`src/rtl/spi_pkg.sv`:
```
// Shared types and constants for the write-only SPI byte serializer.
package spi_pkg;

    typedef enum logic [1:0] {
        StIdle,
        StShift,
        StHold,
        StGap
    } state_e;

    localparam logic DC_CMD  = 1'b0;
    localparam logic DC_DATA = 1'b1;

    // CS stays low for this many half-periods past the final falling SCLK edge.
    localparam logic [3:0] HOLD_TICKS = 4'd2;

endpackage

```
`src/rtl/spi_byte_tx_if.sv`:
```
// Byte stream handshake between the command sequencer and the SPI serializer.
interface spi_byte_tx_if;

    logic [7:0] data;
    logic       dc;
    logic       last;
    logic       valid;
    logic       ready;

    modport master (output data, dc, last, valid, input ready);
    modport slave  (input data, dc, last, valid, output ready);

endinterface

```
`src/rtl/spi_clk_div.sv`:
```
// Half-period tick generator: pulses tick every CLK_DIV enabled cycles.
module spi_clk_div #(
    parameter int unsigned CLK_DIV = 2
) (
    input  logic i_clk,
    input  logic i_rst,
    input  logic en,
    input  logic clr,
    output logic tick
);

    localparam int unsigned CW = $clog2(CLK_DIV + 1);

    logic [CW-1:0] cnt_q, cnt_d;

    assign tick = en && (cnt_q == CW'(CLK_DIV - 1));

    always_comb begin
        cnt_d = cnt_q;
        if (clr || tick) begin
            cnt_d = '0;
        end else if (en) begin
            cnt_d = cnt_q + 1'b1;
        end
    end

    always_ff @(posedge i_clk or negedge i_rst) begin
        if (!i_rst) begin
            cnt_q <= '0;
        end else begin
            cnt_q <= cnt_d;
        end
    end

endmodule

```
`src/rtl/spi_byte_tx.sv`:
```
// SPI mode 0 byte serializer, MSB first; CS held low across a burst until a last byte.
module spi_byte_tx
    import spi_pkg::*;
#(
    parameter int unsigned CLK_DIV = 2,
    parameter int unsigned CS_GAP  = 4
) (
    input  logic                 i_clk,
    input  logic                 i_rst,
    spi_byte_tx_if.slave         up,
    output logic                 o_clk,
    output logic                 o_mosi,
    output logic                 o_cs,
    output logic                 o_dc,
    output logic                 o_busy
);

    localparam int unsigned GW = $clog2(CS_GAP + 1);

    state_e          state_q, state_d;
    logic [7:0]      shreg_q, shreg_d;
    logic [3:0]      half_q, half_d;
    logic [GW-1:0]   gap_q, gap_d;
    logic            last_q, last_d;
    logic            cs_q, cs_d;
    logic            clk_q, clk_d;
    logic            mosi_q, mosi_d;
    logic            dc_q, dc_d;
    logic            busy_q, busy_d;
    logic            ready_q, ready_d;
    logic            accept;
    logic            tick;

    assign accept = up.valid && ready_q;

    spi_clk_div #(
        .CLK_DIV (CLK_DIV)
    ) u_clk_div (
        .i_clk (i_clk),
        .i_rst (i_rst),
        .en    ((state_q == StShift) || (state_q == StHold)),
        .clr   (accept),
        .tick  (tick)
    );

    always_comb begin
        state_d = state_q;
        shreg_d = shreg_q;
        half_d  = half_q;
        gap_d   = gap_q;
        last_d  = last_q;
        cs_d    = cs_q;
        clk_d   = clk_q;
        mosi_d  = mosi_q;
        dc_d    = dc_q;
        unique case (state_q)
            StIdle: begin
                if (accept) begin
                    state_d = StShift;
                    shreg_d = {up.data[6:0], 1'b0};
                    mosi_d  = up.data[7];
                    dc_d    = up.dc;
                    last_d  = up.last;
                    cs_d    = 1'b0;
                    half_d  = '0;
                end
            end
            StShift: begin
                if (tick) begin
                    clk_d = ~clk_q;
                    if (half_q == 4'd15) begin
                        state_d = last_q ? StHold : StIdle;
                        half_d  = '0;
                    end else begin
                        half_d = half_q + 4'd1;
                        // Next bit goes out on the falling edge only.
                        if (clk_q) begin
                            mosi_d  = shreg_q[7];
                            shreg_d = {shreg_q[6:0], 1'b0};
                        end
                    end
                end
            end
            StHold: begin
                if (tick) begin
                    if (half_q == HOLD_TICKS - 4'd1) begin
                        state_d = StGap;
                        cs_d    = 1'b1;
                        gap_d   = '0;
                        half_d  = '0;
                    end else begin
                        half_d = half_q + 4'd1;
                    end
                end
            end
            StGap: begin
                if (gap_q == GW'(CS_GAP - 1)) begin
                    state_d = StIdle;
                end else begin
                    gap_d = gap_q + 1'b1;
                end
            end
            default: state_d = StIdle;
        endcase
        ready_d = (state_d == StIdle);
        busy_d  = (state_d != StIdle);
    end

    always_ff @(posedge i_clk or negedge i_rst) begin
        if (!i_rst) begin
            state_q <= StIdle;
            shreg_q <= '0;
            half_q  <= '0;
            gap_q   <= '0;
            last_q  <= 1'b0;
            cs_q    <= 1'b1;
            clk_q   <= 1'b0;
            mosi_q  <= 1'b0;
            dc_q    <= DC_CMD;
            busy_q  <= 1'b0;
            ready_q <= 1'b0;
        end else begin
            state_q <= state_d;
            shreg_q <= shreg_d;
            half_q  <= half_d;
            gap_q   <= gap_d;
            last_q  <= last_d;
            cs_q    <= cs_d;
            clk_q   <= clk_d;
            mosi_q  <= mosi_d;
            dc_q    <= dc_d;
            busy_q  <= busy_d;
            ready_q <= ready_d;
        end
    end

    assign up.ready = ready_q;
    assign o_clk    = clk_q;
    assign o_mosi   = mosi_q;
    assign o_cs     = cs_q;
    assign o_dc     = dc_q;
    assign o_busy   = busy_q;

endmodule

```
`src/flat_wrapper.sv`:
```
// flat-port wrapper written by rule: the top's interface ports become plain ports
module spi_byte_tx_flat import spi_pkg::*;
#(
    parameter int unsigned CLK_DIV = 2,
    parameter int unsigned CS_GAP  = 4
)
  (i_clk, i_rst, o_clk, o_mosi, o_cs, o_dc, o_busy, up_data, up_dc, up_last, up_valid, up_ready);
  spi_byte_tx_if up_i ();
  input  logic i_clk;
  input  logic i_rst;
  output logic o_clk;
  output logic o_mosi;
  output logic o_cs;
  output logic o_dc;
  output logic o_busy;
  input wire logic [$bits(up_i.data)-1:0] up_data;
  input wire logic [$bits(up_i.dc)-1:0] up_dc;
  input wire logic [$bits(up_i.last)-1:0] up_last;
  input wire logic [$bits(up_i.valid)-1:0] up_valid;
  output wire logic [$bits(up_i.ready)-1:0] up_ready;
  assign up_i.data = up_data;
  assign up_i.dc = up_dc;
  assign up_i.last = up_last;
  assign up_i.valid = up_valid;
  assign up_ready = up_i.ready;
  spi_byte_tx #(.CLK_DIV(CLK_DIV), .CS_GAP(CS_GAP)) u_core (.i_clk(i_clk), .i_rst(i_rst), .up(up_i), .o_clk(o_clk), .o_mosi(o_mosi), .o_cs(o_cs), .o_dc(o_dc), .o_busy(o_busy));
endmodule
```
`config.mk`:
```
export PLATFORM = sky130hd
export DESIGN_NAME = spi_byte_tx_flat
export DESIGN_NICKNAME = d
export VERILOG_FILES = /design/src/rtl/spi_pkg.sv /design/src/rtl/spi_byte_tx_if.sv /design/src/rtl/spi_clk_div.sv /design/src/rtl/spi_byte_tx.sv /design/src/flat_wrapper.sv
export SDC_FILE = /design/constraint.sdc
export NUM_CORES = 1
export LEC_CHECK = 0
export CAP_MARGIN = 20
export CORE_ASPECT_RATIO = 0.7
export CORE_UTILIZATION = 42
export DETAILED_ROUTE_END_ITERATION = 16
export GPL_TIMING_DRIVEN = 1
export PLACE_DENSITY_LB_ADDON = 0.08
export SLEW_MARGIN = 0
export SYNTH_ARGS = -nofsm -noshare
export SYNTH_HDL_FRONTEND = slang
export SYNTH_HIERARCHICAL = 1
export SYNTH_SLANG_ARGS = --single-unit
```
`constraint.sdc`:
```
create_clock -name i_clk -period 4.78 [get_ports i_clk]
set_input_delay 0.478 -clock i_clk [delete_from_list [all_inputs] [get_ports i_clk]]
set_output_delay 0.478 -clock i_clk [all_outputs]
set_load 0.05 [all_outputs]
```
==> flow_summary_export.csv, run 1 <==
group,metric,value,unit
yosys,syn-num-nets,160,
worst_setup_path,crit_fanout,19,
finish,fin_nets,180,
floorplanning,fp-row-count,17,
worst_setup_path,crit_slowest_cell,"ha_1",
finish,final_cell_mix,"dfrtp_1 (24), clkdlybuf4s50_1 (18), nand2_1 (15)",
worst_setup_path,crit_start,"u_core/state_q[1]",
floorplanning,die_y,52.3,um
hold_path,hold_class,"flip-flop to flip-flop",
drt,ant_nets,0,
timing,rsz0062_at_grt,"no",
place,dp_cells,199,
timing,fin_skew,0.00476,ns
place,portBuffers,18,
finish,diodes,0,
worst_setup_path,path_depth,5,
pwr,combinationalPowerShare,0.573,
yosys,synthAdderAreaFrac,0.0826,
clocking,cts_buffer_depth,2,
yosys,synth_top_family_by_area,"compound AO/OA/AOI/OAI gates",
floorplanning,dieArea,3860,um2
finish,layout-drive-gt1-share,0.212,
global_routing,grtUsageTotal,0.179,
yosys,synth_cells,137,
yosys,synth.area.mux_share,0.146,
timing,setup_viol,0,
timing,finalCriticalPeriod,2.30,ns
worst_setup_path,timing.reg2reg.worst_path_depth,5,
finish,final_common_cell,"dfrtp_1",
drt,viasPerCell,5.45,
worst_setup_path,critPathBufInv,1,
clocking,cts_num_sinks,25,
clocking,clockRootBuffer,"clkbuf_8",
pwr,internal_power,661,uW
clocking,cts_hold_buffers,0,
pwr,vdd_drop_max,264,uV
pwr,seqPwrFrac,0.317,
floorplanning,ios,19,
global_routing,overflow,0,
clocking,clock_latency,0.27,ns
yosys,synthXorXnorAreaFrac,0.00578,
pwr,powerDensity,643,nW/um2
floorplanning,die_w,73.8,um
clocking,cts_resized,0,
place,gp_congestion,0.863,
drt,num_vias,1107,
finish,area_growth,17.5,%
pwr,p_sw,484,uW
worst_setup_path,required,4.94,ns
yosys,yosys.area_share.simple,0.149,
place,dp_hpwl,2190,um
yosys,syn-cell-area,1520,um2
yosys,yosys_warnings,6,
pwr,power_leakage,0.000755,uW
status,outcome,"finished clean",
worst_setup_path,r2r_setup_slack,2.48,ns
worst_setup_path,r2r-end,"u_core/shreg_q[3]",
timing,slew_viol_final,0,
yosys,synth_cell_types,45,
timing,fmax,434,MHz
worst_setup_path,start_kind,"flip-flop",
timing,slew_headroom,0.557,
worst_setup_path,crit_type,"flip-flop to flip-flop",
worst_setup_path,crit_chain,"inv_1 > ha_1 > nand4_1 > a21oi_4 > mux2_4",
worst_setup_path,critPathArrivalTime,2.47,ns
finish,final_cell_count_no_fill,203,
run,max-cap-violations,0,
pwr,swShare,0.423,
clocking,post_cts_buffers,0,
drt,drt_iter0_markers,79,
yosys,ys_seq_elements,25,
worst_setup_path,regToRegStartpoint,"u_core/state_q[1]",
drt,first_pass_iters,4,
yosys,synth_compound_area_frac,0.159,
global_routing,antenna_found_initial,0,
yosys,ys_top_cells_by_area,"dfrtp_1 (40%), ha_1 (8.3%), mux2_4 (7.9%)",
worst_setup_path,critPathCaptureType,"flip-flop",
timing,tns,0,ns
drt,wirelength,3030,um
yosys,ys_seq_area_frac,0.414,
yosys,synth_top_area_frac,0.396,
clocking,htree_levels,1,
global_routing,grt_pass1_vias,1054,
worst_setup_path,slowest_delay,0.59,ns
pwr,clkPwrFrac,0.111,
global_routing,grt_max_degree,26,
yosys,async_reset_ff_frac,1.00,
worst_setup_path,cp_top_family,"adder cells",
timing,fin_crit_sh,0.482,
yosys,synth_edf_count,0,
yosys,yosysTopAreaCell,"dfrtp_1",
finish,fin_util,0.540,
floorplanning,start_util,0.460,
yosys,synth_area_per_cell,11.1,um2
floorplanning,core,3300,um2
yosys,synth_top_flop_cell,"dfrtp_1",
drt,drc,0,
worst_setup_path,crit_path_end,"u_core/shreg_q[3]",
clocking,cts_tree,"done",
clocking,cts_buffers,3,
clocking,cts.reportedPaths.clkPinSlew,0.09,ns
drt,wire_per_inst,14.9,um
global_routing,grt_first_pass_wirelength,5000,um
timing,finalHoldViolCount,0,
timing,worstMarginPinSlew,0.665,ns
==> stage by stage <==
step	hold slack [ns]	total power [uW]	setup slack (ns)	instance area, um2
after global placement	0.492	996	2.53	1740
final	0.523	1150	2.48	1780
after global routing	0.543	1230	2.32	1780
after detailed placement	0.497	1020	2.48	1740
after CTS	0.526	1150	2.46	1780
after floorplan	0.182	870	2.71	1520
==> cell usage after synthesis, drive strengths merged, types with 3 or more instances <==
master  count
nand2      15
mux2       17
o21ai       7
or2         3
a21oi       7
a22o        3
inv        11
nand3       3
buf         4
ha         10
dfrtp      24
nand2b      4
==> registers in the layout (all words and copies together), names as in the netlist <==
signal and flops:
u_core/shreg_q 7, u_core/o_dc 1, u_core/u_clk_div/cnt_q 2, u_core/o_cs 1
u_core/up.ready 1, u_core/o_busy 1, u_core/o_clk 1, u_core/o_mosi 1
u_core/half_q 4, u_core/last_q 1, u_core/state_q 2, u_core/gap_q 3
==> power by group through the flow <==
stage / Clock, uW / Combinational, uW / Sequential (uW)
final: 127 / 656 / 363
after global routing: 140 / 711 / 374
after CTS: 131 / 657 / 363
after detailed placement: 0 / 655 / 365
after global placement: 0 / 638 / 359
after floorplan: 0 / 446 / 424
==> logic make-up after synthesis <==
logic type | Yosys count
AND/OR/NAND/NOR | 38
AO/OA/AOI/OAI | 31
multiplexers | 17
adder cells (fa/ha/maj) | 10
XOR/XNOR | 1
buffers and inverters | 15
flip-flops | 25
==> layer usage <==
layer / track usage / share of wire / routed length [um] / vias up
li1: - / - / - / 526
met1: 0.246 / 0.51 / 1550 / 531
met2: 0.277 / 0.42 / 1290 / 41
met3: 0.0462 / 0.050 / 152 / 9
met4: 0.0577 / 0.014 / 41 / 0
met5: 0 / 0 / 0 / -
==> worst register-to-register path: stages (launching register included) <==
cell and delay, ns:
dfrtp_1 0.47, inv_1 0.13, ha_1 0.59, nand4_1 0.26, a21oi_4 0.41, mux2_4 0.34
==> cell type report <==
cell class,instances,area (um2)
clock buffer,4,45.0
fill,300,1520
inverter,11,41.3
multi-input combinational,97,821
sequential,25,627
tap,47,58.8
timing repair buffer,19,188
==> worst min path at each step <==
stage                            startpoint                 to  slack, ns  cells after the start
after floorplan                       i_rst    u_core/gap_q[0]       0.18                      0
after global placement    u_core/shreg_q[3]  u_core/shreg_q[3]       0.49                      1
after detailed placement  u_core/shreg_q[7]  u_core/shreg_q[7]       0.50                      1
after CTS                 u_core/shreg_q[7]  u_core/shreg_q[7]       0.53                      1
after global routing      u_core/shreg_q[6]  u_core/shreg_q[6]       0.54                      1
final                           u_core/o_dc        u_core/o_dc       0.52                      1
Note: power is estimated with default switching activity, not from simulation.
==> run 2, diff against run 1 <==
==> constraint.sdc (replaced) <==
create_clock -name i_clk -period 2.3 [get_ports i_clk]
set_input_delay 0.23 -clock i_clk [delete_from_list [all_inputs] [get_ports i_clk]]
set_output_delay 0.23 -clock i_clk [all_outputs]
set_load 0.05 [all_outputs]
==> flow_summary_export.csv, run 2 (synthesis results as in run 1) <==
group,metric,value,unit
status,outcome,"finished clean",
place,dp_hpwl,2130,um
finish,diodes,0,
finish,final_common_cell,"dfrtp_1",
clocking,cts.reportedPaths.clkPinSlew,0.09,ns
finish,layout-drive-gt1-share,0.228,
timing,fmax,474,MHz
worst_setup_path,critPathCaptureType,"flip-flop",
drt,viasPerCell,5.20,
finish,design_area,1800,um2
floorplanning,dieArea,3860,um2
clocking,cts_hold_buffers,0,
place,dp_cells,201,
clocking,clock_latency,0.27,ns
timing,fin_skew,0.00492,ns
timing,slew_headroom,0.668,
timing,worstMarginPinSlew,0.496,ns
pwr,swShare,0.415,
floorplanning,die_y,52.3,um
floorplanning,fp-row-count,17,
timing,tns,0,ns
place,place_area,1750,um2
place,gp_congestion,0.810,
clocking,cts_tree,"done",
clocking,clockRootBuffer,"clkbuf_8",
global_routing,grt_pass1_vias,993,
drt,ant_nets,0,
drt,first_pass_iters,4,
finish,top_regs,"u_core/shreg_q x7, u_core/half_q x4, u_core/gap_q x3",
global_routing,grt_max_degree,16,
run,max-cap-violations,0,
finish,final_cell_mix,"dfrtp_1 (24), clkdlybuf4s50_1 (18), nand2_1 (15)",
drt,num_vias,1067,
timing,finalHoldViolCount,0,
timing,rsz0062_at_grt,"no",
pwr,internal_power,1390,uW
pwr,clkPwrFrac,0.112,
global_routing,grt_first_pass_wirelength,4680,um
clocking,cts_buffers,3,
pwr,power_leakage,0.000768,uW
floorplanning,die_w,73.8,um
pwr,combinationalPowerShare,0.573,
worst_setup_path,start_kind,"flip-flop",
clocking,htree_levels,1,
clocking,cts_buffer_depth,2,
global_routing,overflow,0,
floorplanning,ios,19,
drt,wirelength,2800,um
worst_setup_path,critPathArrivalTime,2.27,ns
pwr,powerDensity,1330,nW/um2
finish,largest_reg_flops,7,
timing,fin_crit_sh,0.918,
pwr,vdd_drop_max,645,uV
floorplanning,core,3300,um2
floorplanning,start_util,0.460,
worst_setup_path,required,2.46,ns
worst_setup_path,crit_type,"flip-flop to flip-flop",
drt,drc,0,
clocking,cts_num_sinks,25,
finish,fin_nets,182,
clocking,post_cts_buffers,0,
global_routing,antenna_found_initial,0,
clocking,cts_resized,0,
timing,setup_viol,0,
pwr,seqPwrFrac,0.316,
hold_path,hold_class,"input pin to async pin",
global_routing,grtUsageTotal,0.165,
timing,slew_viol_final,0,
finish,area_growth,18.6,%
place,portBuffers,18,
finish,final_cell_count_no_fill,205,
finish,largest-register,"u_core/shreg_q",
pwr,p_sw,989,uW
timing,finalCriticalPeriod,2.11,ns
drt,drt_iter0_markers,59,
worst_setup_path,crit_fanout,8,
drt,wire_per_inst,13.7,um
==> run 2: changes by cell type in the layout (fill, tap and decap cells not counted), sizes merged <==
cell / before / now
buf: 1 / 3
clkbuf: 4 / 3
clkinv: 0 / 1
==> run 2: final timing paths <==
check / cells past startpoint / slack [ns] / to / start
max: 6 / 0.19 / u_core/shreg_q[7] / u_core/state_q[1]
max in group asynchronous: 2 / 1.44 / u_core/o_mosi / i_rst
min: 1 / 0.28 / u_core/shreg_q[1] / i_rst
min reg2reg: 1 / 0.52 / u_core/o_dc / u_core/o_dc
max reg2reg: 6 / 0.19 / u_core/shreg_q[7] / u_core/state_q[1]
min in group i_clk: 3 / 0.51 / u_core/shreg_q[1] / up_data[0]
==> run 2: critical path: stages (launching register included) <==
cell and delay (ns):
dfrtp_1 0.47, inv_1 0.11, ha_1 0.31, and2_2 0.23, nand4_1 0.16, a21oi_4 0.39
mux2_4 0.33
==> run 2: area by class of cell <==
| class | count | area [um2] |
|---|---|---|
| Inverter | 11 | 41.3 |
| Clock buffer | 3 | 41.3 |
| Fill cell | 305 | 1500 |
| Timing Repair Buffer | 21 | 203 |
| Sequential cell | 25 | 627 |
| Tap cell | 47 | 58.8 |
| Multi-Input combinational cell | 97 | 821 |
| Clock inverter | 1 | 5.00 |
==> run 2: per-stage QoR <==
stage	setup WS, ns	hold slack [ns]	utilization	power (uW)
6_report	0.189	0.282	0.545	2380
5_1_grt	0.0559	0.325	0.545	2570
4_1_cts	0.178	0.305	0.545	2400
3_5_place_dp	0.203	0.492	0.531	2130
3_3_place_gp	0.278	0.492	0.531	2090
2_1_floorplan	0.230	-0.0656	-	1810
==> run 2: per-layer routing <==
metal | track usage | up-vias | routed length, um
li1 | - | 529 | -
met1 | 0.245 | 513 | 1520
met2 | 0.235 | 21 | 1150
met3 | 0.0462 | 4 | 102
met4 | 0.0385 | 0 | 22
met5 | 0 | - | 0
==> run 2: power by group through the flow <==
stage / sequential [uW] / clock, uW / combinational [uW]
global route: 776 / 296 / 1490
finish: 751 / 266 / 1360
detailed placement: 753 / 0 / 1380
global placement: 749 / 0 / 1340
CTS: 752 / 275 / 1380
floorplan: 881 / 0 / 927
==> run 3, diff against run 2 <==
--- a/config.mk
+++ b/config.mk
@@ -5,11 +5,11 @@
 export SDC_FILE = /design/constraint.sdc
 export NUM_CORES = 1
 export LEC_CHECK = 0
-export CAP_MARGIN = 20
+export CAP_MARGIN = 15
 export CORE_ASPECT_RATIO = 0.7
 export CORE_UTILIZATION = 42
 export DETAILED_ROUTE_END_ITERATION = 16
-export GPL_TIMING_DRIVEN = 1
+export GPL_TIMING_DRIVEN = 0
 export PLACE_DENSITY_LB_ADDON = 0.08
 export SLEW_MARGIN = 0
 export SYNTH_ARGS = -nofsm -noshare
==> flow_summary_export.csv, run 3 (synthesis results as in run 1) <==
group,metric,value,unit
timing,worstMarginPinSlew,0.533,ns
clocking,cts.reportedPaths.clkPinSlew,0.09,ns
finish,diodes,0,
status,outcome,"finished clean",
worst_setup_path,crit_slowest_cell,"dfrtp_1",
worst_setup_path,critPathBufInv,3,
drt,wire_per_inst,13.4,um
worst_setup_path,crit_chain,"inv_1 > ha_1 > and2_2 > buf_2 > nand4_1 > a21oi_4 > buf_12 > mux2_4",
floorplanning,core,3300,um2
drt,drc,0,
clocking,clockRootBuffer,"clkbuf_8",
timing,fmax,452,MHz
finish,top_regs,"u_core/shreg_q x7, u_core/half_q x4, u_core/gap_q x3",
place,gp_congestion,0.901,
clocking,cts_buffer_depth,2,
drt,first_pass_iters,5,
global_routing,grt_first_pass_wirelength,4620,um
finish,final_cell_mix,"dfrtp_1 (23), clkdlybuf4s50_1 (18), nand2_1 (15)",
timing,fin_skew,0.00635,ns
clocking,cts_num_sinks,25,
pwr,vdd_drop_max,500,uV
place,portBuffers,18,
clocking,cts_tree,"done",
timing,tns,0,ns
global_routing,grtUsageTotal,0.160,
worst_setup_path,slowest_delay,0.43,ns
worst_setup_path,cp_top_family,"buffers and inverters",
floorplanning,fp-row-count,17,
global_routing,overflow,0,
timing,slew_headroom,0.643,
timing,slew_viol_final,0,
clocking,htree_levels,1,
clocking,cts_buffers,3,
drt,ant_nets,0,
drt,viasPerCell,5.27,
finish,design_area,1840,um2
pwr,power_leakage,0.000786,uW
finish,layout-drive-gt1-share,0.242,
global_routing,grt_max_degree,26,
timing,setup_viol,0,
timing,finalHoldViolCount,0,
finish,fin_nets,185,
run,max-cap-violations,0,
pwr,total_power,2440,uW
timing,finalCriticalPeriod,2.21,ns
timing,fin_crit_sh,0.961,
global_routing,antenna_found_initial,0,
timing,worst_slack,0.0898,ns
drt,drt_iter0_markers,57,
floorplanning,dieArea,3860,um2
worst_setup_path,critPathCaptureType,"flip-flop",
floorplanning,die_w,73.8,um
finish,area_growth,21.1,%
floorplanning,start_util,0.460,
worst_setup_path,crit_fanout,8,
place,place_area,1750,um2
floorplanning,ios,19,
finish,final_common_cell,"dfrtp_1",
finish,n_fill_cell,289,
global_routing,grt_pass1_vias,1012,
pwr,powerDensity,1330,nW/um2
timing,rsz0062_at_grt,"no",
hold_path,hold_class,"input pin to async pin",
worst_setup_path,crit_type,"flip-flop to flip-flop",
drt,wirelength,2780,um
clocking,clock_latency,0.27,ns
place,place_ws,-0.0925,ns
place,dp_hpwl,2050,um
worst_setup_path,start_kind,"flip-flop",
finish,largest-register,"u_core/shreg_q",
drt,num_vias,1097,
floorplanning,die_y,52.3,um
worst_setup_path,required,2.46,ns
worst_setup_path,critPathArrivalTime,2.37,ns
finish,largest_reg_flops,7,
run 3: layout make-up:
type	instances	area (um2)	area share
Multi-Input combinational cell	97	821	0.447
Sequential cell	25	628	0.342
Timing Repair Buffer	20	215	0.117
Tap cell	47	58.8	0.0320
Clock buffer	4	45.0	0.0245
Inverter	11	41.3	0.0225
Buffer	4	26.3	0.0143
run 3: metrics by stage:
stage               hold slack, ns  utilization  std cells
floorplan                  -0.0656            -        137
detailed placement           0.491        0.532        202
global route                 0.346        0.557        208
CTS                          0.518        0.552        207
finish                       0.302        0.557        208
global placement             0.491        0.532        202
run 3: timing repair:
action                                  in CTS  in global routing
hold buffers                                 0                  0
setup buffers                                1                  0
endpoints found under the setup margin       7                 11
resized for setup                            0                  1
pin swaps                                    1                  0
hold endpoints to repair                     0                  0
run 3: worst paths after layout:
check | start | end | slack [ns] | depth (start not counted)
max reg2reg | u_core/state_q[0] | u_core/shreg_q[4] | 0.09 | 8
min | i_rst | u_core/gap_q[2] | 0.30 | 1
max in group asynchronous | i_rst | u_core/state_q[1] | 1.50 | 2
min in group i_clk | u_core/last_q | u_core/last_q | 0.51 | 1
max | u_core/state_q[0] | u_core/shreg_q[4] | 0.09 | 8
min reg2reg | u_core/last_q | u_core/last_q | 0.51 | 1
run 3: metal layers:
layer / up-vias / routed length, um / part of all wire / global-route usage
met5: - / 0 / 0 / 0
met4: 0 / 18 / 0.0065 / 0.0385
met3: 4 / 134 / 0.048 / 0.0423
met2: 21 / 1240 / 0.45 / 0.255
met1: 533 / 1390 / 0.50 / 0.216
li1: 539 / - / - / -
run 3: power breakdown:
group | switching (uW) | internal, uW | leakage (uW) | total [uW]
logic | 729 | 697 | 0.000452 | 1430
clock network | 136 | 124 | 0.0000228 | 260
registers | 131 | 623 | 0.000311 | 754
total | 996 | 1440 | 0.000786 | 2440
